--- config.mk ---
export PLATFORM = sky130hd
export DESIGN_NAME = uart_tx
export DESIGN_NICKNAME = d
export VERILOG_FILES = /design/src/rtl/uart_tx.sv
export SDC_FILE = /design/constraint.sdc
export NUM_CORES = 1
export LEC_CHECK = 0
export CAP_MARGIN = 5
export CORE_ASPECT_RATIO = 1.4
export CORE_MARGIN = 2
export CORE_UTILIZATION = 55
export DETAILED_ROUTE_END_ITERATION = 10
export HOLD_SLACK_MARGIN = 0.1
export PLACE_DENSITY_LB_ADDON = 0.05
export SYNTH_ARGS = -nofsm -noshare
export SYNTH_HDL_FRONTEND = slang
export SYNTH_SLANG_ARGS = --single-unit
--- constraint.sdc ---
create_clock -name Clk -period 2.6 [get_ports Clk]
set_input_delay 0.26 -clock Clk [delete_from_list [all_inputs] [get_ports Clk]]
set_output_delay 0.26 -clock Clk [all_outputs]
set_load 0.05 [all_outputs]
--- src/rtl/uart_tx.sv ---
// uart_tx: byte-oriented UART transmitter (8 data bits, no parity, 1 or 2
// stop bits, LSB first) fed from a small write FIFO. The bit period is
// CLOCK_FREQUENCY / BAUD_RATE clock cycles (must be at least 2) and STOP_BITS
// must be 1 or 2. TxWire idles high and is driven straight from a flop.
module uart_tx #(
  parameter int CLOCK_FREQUENCY = 1_000_000,
  parameter int BAUD_RATE       = 9600,
  parameter int FIFO_DEPTH_LOG2 = 2,
  parameter int STOP_BITS       = 1
) (
  input  logic       Clk,
  input  logic       Reset,
  input  logic [7:0] TxDataInput,
  input  logic       TxWrite,
  output logic       TxFull,
  output logic       TxEmpty,
  output logic       TxBusy,
  output logic       TxWire
);

  localparam int BAUD_DIV      = CLOCK_FREQUENCY / BAUD_RATE;
  localparam int FIFO_DEPTH    = 1 << FIFO_DEPTH_LOG2;
  localparam int STOP_CYCLES   = STOP_BITS * BAUD_DIV;
  // Wide enough to hold STOP_CYCLES - 1, the longest count reached.
  localparam int COUNTER_WIDTH = $clog2(STOP_CYCLES);

  localparam logic [COUNTER_WIDTH-1:0] BIT_LAST  = COUNTER_WIDTH'(BAUD_DIV - 1);
  localparam logic [COUNTER_WIDTH-1:0] STOP_LAST = COUNTER_WIDTH'(STOP_CYCLES - 1);
  localparam logic [FIFO_DEPTH_LOG2:0] COUNT_FULL = (FIFO_DEPTH_LOG2 + 1)'(FIFO_DEPTH);

  typedef enum logic [1:0] {
    IDLE,
    START,
    DATA,
    STOP
  } txStateT;

  // ---------------------------------------------------------------------------
  // Write FIFO
  // ---------------------------------------------------------------------------
  logic [7:0]                 fifoMem [FIFO_DEPTH];
  logic [FIFO_DEPTH_LOG2-1:0] writePointer;
  logic [FIFO_DEPTH_LOG2-1:0] readPointer;
  logic [FIFO_DEPTH_LOG2:0]   fifoCount;
  logic                       fifoPush;
  logic                       fifoPop;

  // Flags come from the registered count, so a pop in the same cycle never
  // lets a write into a full FIFO.
  assign TxFull   = (fifoCount == COUNT_FULL);
  assign TxEmpty  = (fifoCount == '0);
  assign fifoPush = TxWrite && !TxFull;

  // Byte storage: written on every accepted push.
  // NOTE: the array has no reset; fifoCount alone says which entries are
  // valid, so flushing only needs the pointers and count cleared.
  always_ff @(posedge Clk) begin
    if (fifoPush) begin
      fifoMem[writePointer] <= TxDataInput;
    end
  end

  // Pointers and occupancy; pointers wrap naturally at the power-of-two depth.
  // NOTE: registers use non-blocking assignments so every flop samples the
  // values from before the edge, independent of statement order.
  always_ff @(posedge Clk) begin
    if (Reset) begin
      writePointer <= '0;
      readPointer  <= '0;
      fifoCount    <= '0;
    end else begin
      if (fifoPush) writePointer <= writePointer + 1'b1;
      if (fifoPop)  readPointer  <= readPointer + 1'b1;
      case ({fifoPush, fifoPop})
        2'b10:   fifoCount <= fifoCount + 1'b1;
        2'b01:   fifoCount <= fifoCount - 1'b1;
        default: fifoCount <= fifoCount;
      endcase
    end
  end

  // ---------------------------------------------------------------------------
  // Transmit FSM
  // ---------------------------------------------------------------------------
  txStateT                  state;
  txStateT                  nextState;
  logic [COUNTER_WIDTH-1:0] bitCounter;
  logic [COUNTER_WIDTH-1:0] nextBitCounter;
  logic [2:0]               bitIndex;
  logic [2:0]               nextBitIndex;
  logic [7:0]               shiftReg;
  logic [7:0]               nextShift;
  logic                     nextWire;

  assign TxBusy = (state != IDLE) || !TxEmpty;

  // State, bit timing and line registers.
  always_ff @(posedge Clk) begin
    if (Reset) begin
      state      <= IDLE;
      bitCounter <= '0;
      bitIndex   <= '0;
      shiftReg   <= '0;
      TxWire     <= 1'b1;
    end else begin
      state      <= nextState;
      bitCounter <= nextBitCounter;
      bitIndex   <= nextBitIndex;
      shiftReg   <= nextShift;
      TxWire     <= nextWire;
    end
  end

  // Next-state logic: the line value for the next bit is decided one cycle
  // ahead so TxWire itself only ever changes on a bit boundary.
  always_comb begin
    // NOTE: every signal written here gets a default first, so no path
    // through the case leaves a value unassigned and infers a latch.
    nextState      = state;
    nextBitCounter = bitCounter + 1'b1;
    nextBitIndex   = bitIndex;
    nextShift      = shiftReg;
    nextWire       = TxWire;
    fifoPop        = 1'b0;

    case (state)
      IDLE: begin
        nextWire       = 1'b1;
        nextBitCounter = '0;
        if (!TxEmpty) begin
          fifoPop      = 1'b1;
          nextShift    = fifoMem[readPointer];
          nextBitIndex = '0;
          nextWire     = 1'b0;
          nextState    = START;
        end
      end

      START: begin
        if (bitCounter == BIT_LAST) begin
          nextBitCounter = '0;
          nextWire       = shiftReg[0];
          nextState      = DATA;
        end
      end

      DATA: begin
        if (bitCounter == BIT_LAST) begin
          nextBitCounter = '0;
          if (bitIndex == 3'd7) begin
            nextWire  = 1'b1;
            nextState = STOP;
          end else begin
            nextShift    = {1'b0, shiftReg[7:1]};
            nextWire     = shiftReg[1];
            nextBitIndex = bitIndex + 1'b1;
          end
        end
      end

      STOP: begin
        if (bitCounter == STOP_LAST) begin
          nextBitCounter = '0;
          nextState      = IDLE;
        end
      end

      default: begin
        nextBitCounter = '0;
        nextWire       = 1'b1;
        nextState      = IDLE;
      end
    endcase
  end

endmodule

==> out/results.tsv <==
metric	value	unit
outcome	complete, no violations	
port bufs	14	
number of global-route vias before repair	1842	
Buf/Inv on CP	2	
Yosys top cell by area	edfxtp_1	
CTS clock-pin slew for the worst setup and hold paths	0.07	ns
synthesized cell area	2800	sq um
ranking of synthesized cells by area	edfxtp_1, dfxtp_1, mux4_2, ha_1, a21oi_1	
Worst path max stage delay	0.37	ns
initial antenna violation count	0	
CP required	2.86	ns
ANT cells	0	
GRT Overall Usage	20.3	%
commonest non-fill, non-tap cells in the layout	edfxtp_1, dfxtp_1, nor2_1	
fin nets	265	
routed len/inst	16.0	um
commonest non-fill, non-tap cell in the layout	edfxtp_1	
Die ar.	5690	sq um
Fmax	0.420	GHz
CTS tree	yes	
Crit Path Max Fanout	5	
DR vias	1753	
Tmin final	2.38	ns
post-synthesis sequential area ratio	55.7	%
RSZ-0062 raised after global routing	no	
min-delay src	bitCounter[0]	
crit path DAT	2.64	ns
Max Slew Vio Count	0	
worst reg2reg path startpoint	state[0]	
gpl congestion	0.776	
asr flop ratio synth	0	%
CTS root buffer	clkbuf_8	
ratio of cells with drive above 1 in the final layout	18.0	%
Slew HR	64.4	%
Cell Chain, Critical Path	inv_1 -> ha_1 -> nor2b_1 -> ha_1 -> inv_1 -> fa_1 -> xor2_1 -> or3_1 -> a21oi_1	
LEAKAGE	1.14	nW
Yosys reg bits	62	
# rows	30	
first-pass GRT wire length	8520	um
DP HPWL	3550	um
CTS max path bufs	2	
final wirelength	4940	um
Gate Count Post-Synth	223	
Cell variety after synth	42	
setup_tns	0	ns
hold buffer count at CTS	0	
hold crit path type	flop to flop	
remaining antenna violation count after routing	0	
drt via density	5.67	
largest net degree at the start of global routing	15	
clk_skew	0.00787	ns
Worst Setup SP	state[0]	
die width	64.3	um
worst-margin pin slew	0.532	ns
critical path's top delay family	adder cells	
pwr/cell area	1120	nW/um^2
Final Hold Fails	0	
Clock Sinks	62	
Max VDD drop	0.620	mV
drt pass-1 iters	4	
TritonCTS buffer count	9	
syn avg cell area	12.6	sq um
Mapped Nets	248	
H-tree lvl count	3	
Congestion Overflow GR	0	
hold slack	0.453	ns
EDFF count, synth	32	
critical path launch point type	flop	
ys flop type	edfxtp_1	
top cell type's share of synthesized area	34.3	%
# IOs	15	
Clock Latency Late Sink	0.34	ns
total power	3.60	mW
die height	88.5	um
Iteration-0 DRC Markers	76	
Max stage delay cell, worst path	fa_1	
period utilisation layout	91.6	%
Core ar.	4880	sq um
initial cell density of the core	57.4	%
# setup viols final	0	
number of remaining DRC errors	0	
crit end category	flop	
Setup CP Type	flop to flop	
YS warnings	0	
Area growth syn-to-layout	15.0	%
MaxCap Viol Count	0	
## path summary, 6_finish.rpt
path         slack (ns)  cells past startpoint             to
max                0.22                      9   fifoCount[2]
min                0.45                      1  bitCounter[0]
min reg2reg        0.45                      1  bitCounter[0]
max reg2reg        0.22                      9   fifoCount[2]
## where the power goes
| group | internal (mW) | switching (mW) | leakage [nW] |
|---|---|---|---|
| registers | 1.21 | 0.142 | 0.539 |
| logic | 0.579 | 0.733 | 0.498 |
| clock network | 0.542 | 0.388 | 0.106 |
| total | 2.34 | 1.26 | 1.14 |
## final cells by class
type	count	area, sq um
Timing Repair Buffer	17	165
Fill cell	376	1660
Inverter	11	41.3
Clock buffer	9	124
Clock inverter	7	97.6
Tap cell	64	80.1
Sequential cell	62	1560
Multi-Input combinational cell	139	1150
## flip-flops by register name, indices dropped and copies added (netlist names), named ones only
signal and count:
shiftReg 8, readPointer 2, fifoCount 3, bitIndex 3, fifoMem 32, TxWire 1, state 2, bitCounter 7
writePointer 2
## stage by stage
| step | util [%] | setup slack [ns] | std cells | cell area [sq um] |
|---|---|---|---|---|
| floorplan | - | 0.0974 | 223 | 2820 |
| global placement | 61.5 | 0.425 | 293 | 3000 |
| detailed placement | 61.5 | 0.238 | 293 | 3000 |
| CTS | 66.0 | 0.106 | 309 | 3220 |
| global route | 66.1 | 0.0491 | 309 | 3220 |
| finish | 66.1 | 0.219 | 309 | 3220 |
## cell families (layout without fill, tap and decap cells)
group / Yosys count / count (layout) / share of synthesized area, %
multiplexers: 16 / 16 / 9.60
XOR/XNOR: 9 / 9 / 2.81
AND/OR/NAND/NOR: 65 / 65 / 13.5
AO/OA/AOI/OAI: 35 / 35 / 8.17
adder cells (fa/ha/maj): 14 / 14 / 6.52
buffers and inverters: 22 / 44 / 3.71
flip-flops: 62 / 62 / 55.7
## cells in the mapped netlist (2+ instances only)
master / number
mux4_2: 8
nor2b_1: 3
o311ai_1: 2
nor2_1: 17
nand3_1: 16
nand3b_1: 4
xnor2_1: 4
buf_4: 3
or3_1: 2
inv_1: 10
buf_2: 2
nand2_1: 4
nor3b_2: 2
o21ai_1: 7
nor3b_1: 2
ha_1: 13
nor3_1: 3
edfxtp_1: 32
o21ai_0: 4
xor2_1: 5
and3_1: 2
a21oi_1: 16
dfxtp_1: 30
mux2_2: 7
and2_1: 4
clkbuf_1: 5
## layer usage
metal  wire, um  GRT usage (%)  part of all wire [%]
met1       1910           20.7                    39
met2       2720           37.2                    55
met3        191           5.47                   3.9
met4        127           11.4                   2.6
met5          0              0                     0
## timing repair
| action | in CTS | in global routing |
|---|---|---|
| endpoints found under the setup margin | 0 | 1 |
| buffers inserted | 0 | 0 |
| resized for setup | 0 | 1 |
Power figures use the tool's default switching activity.
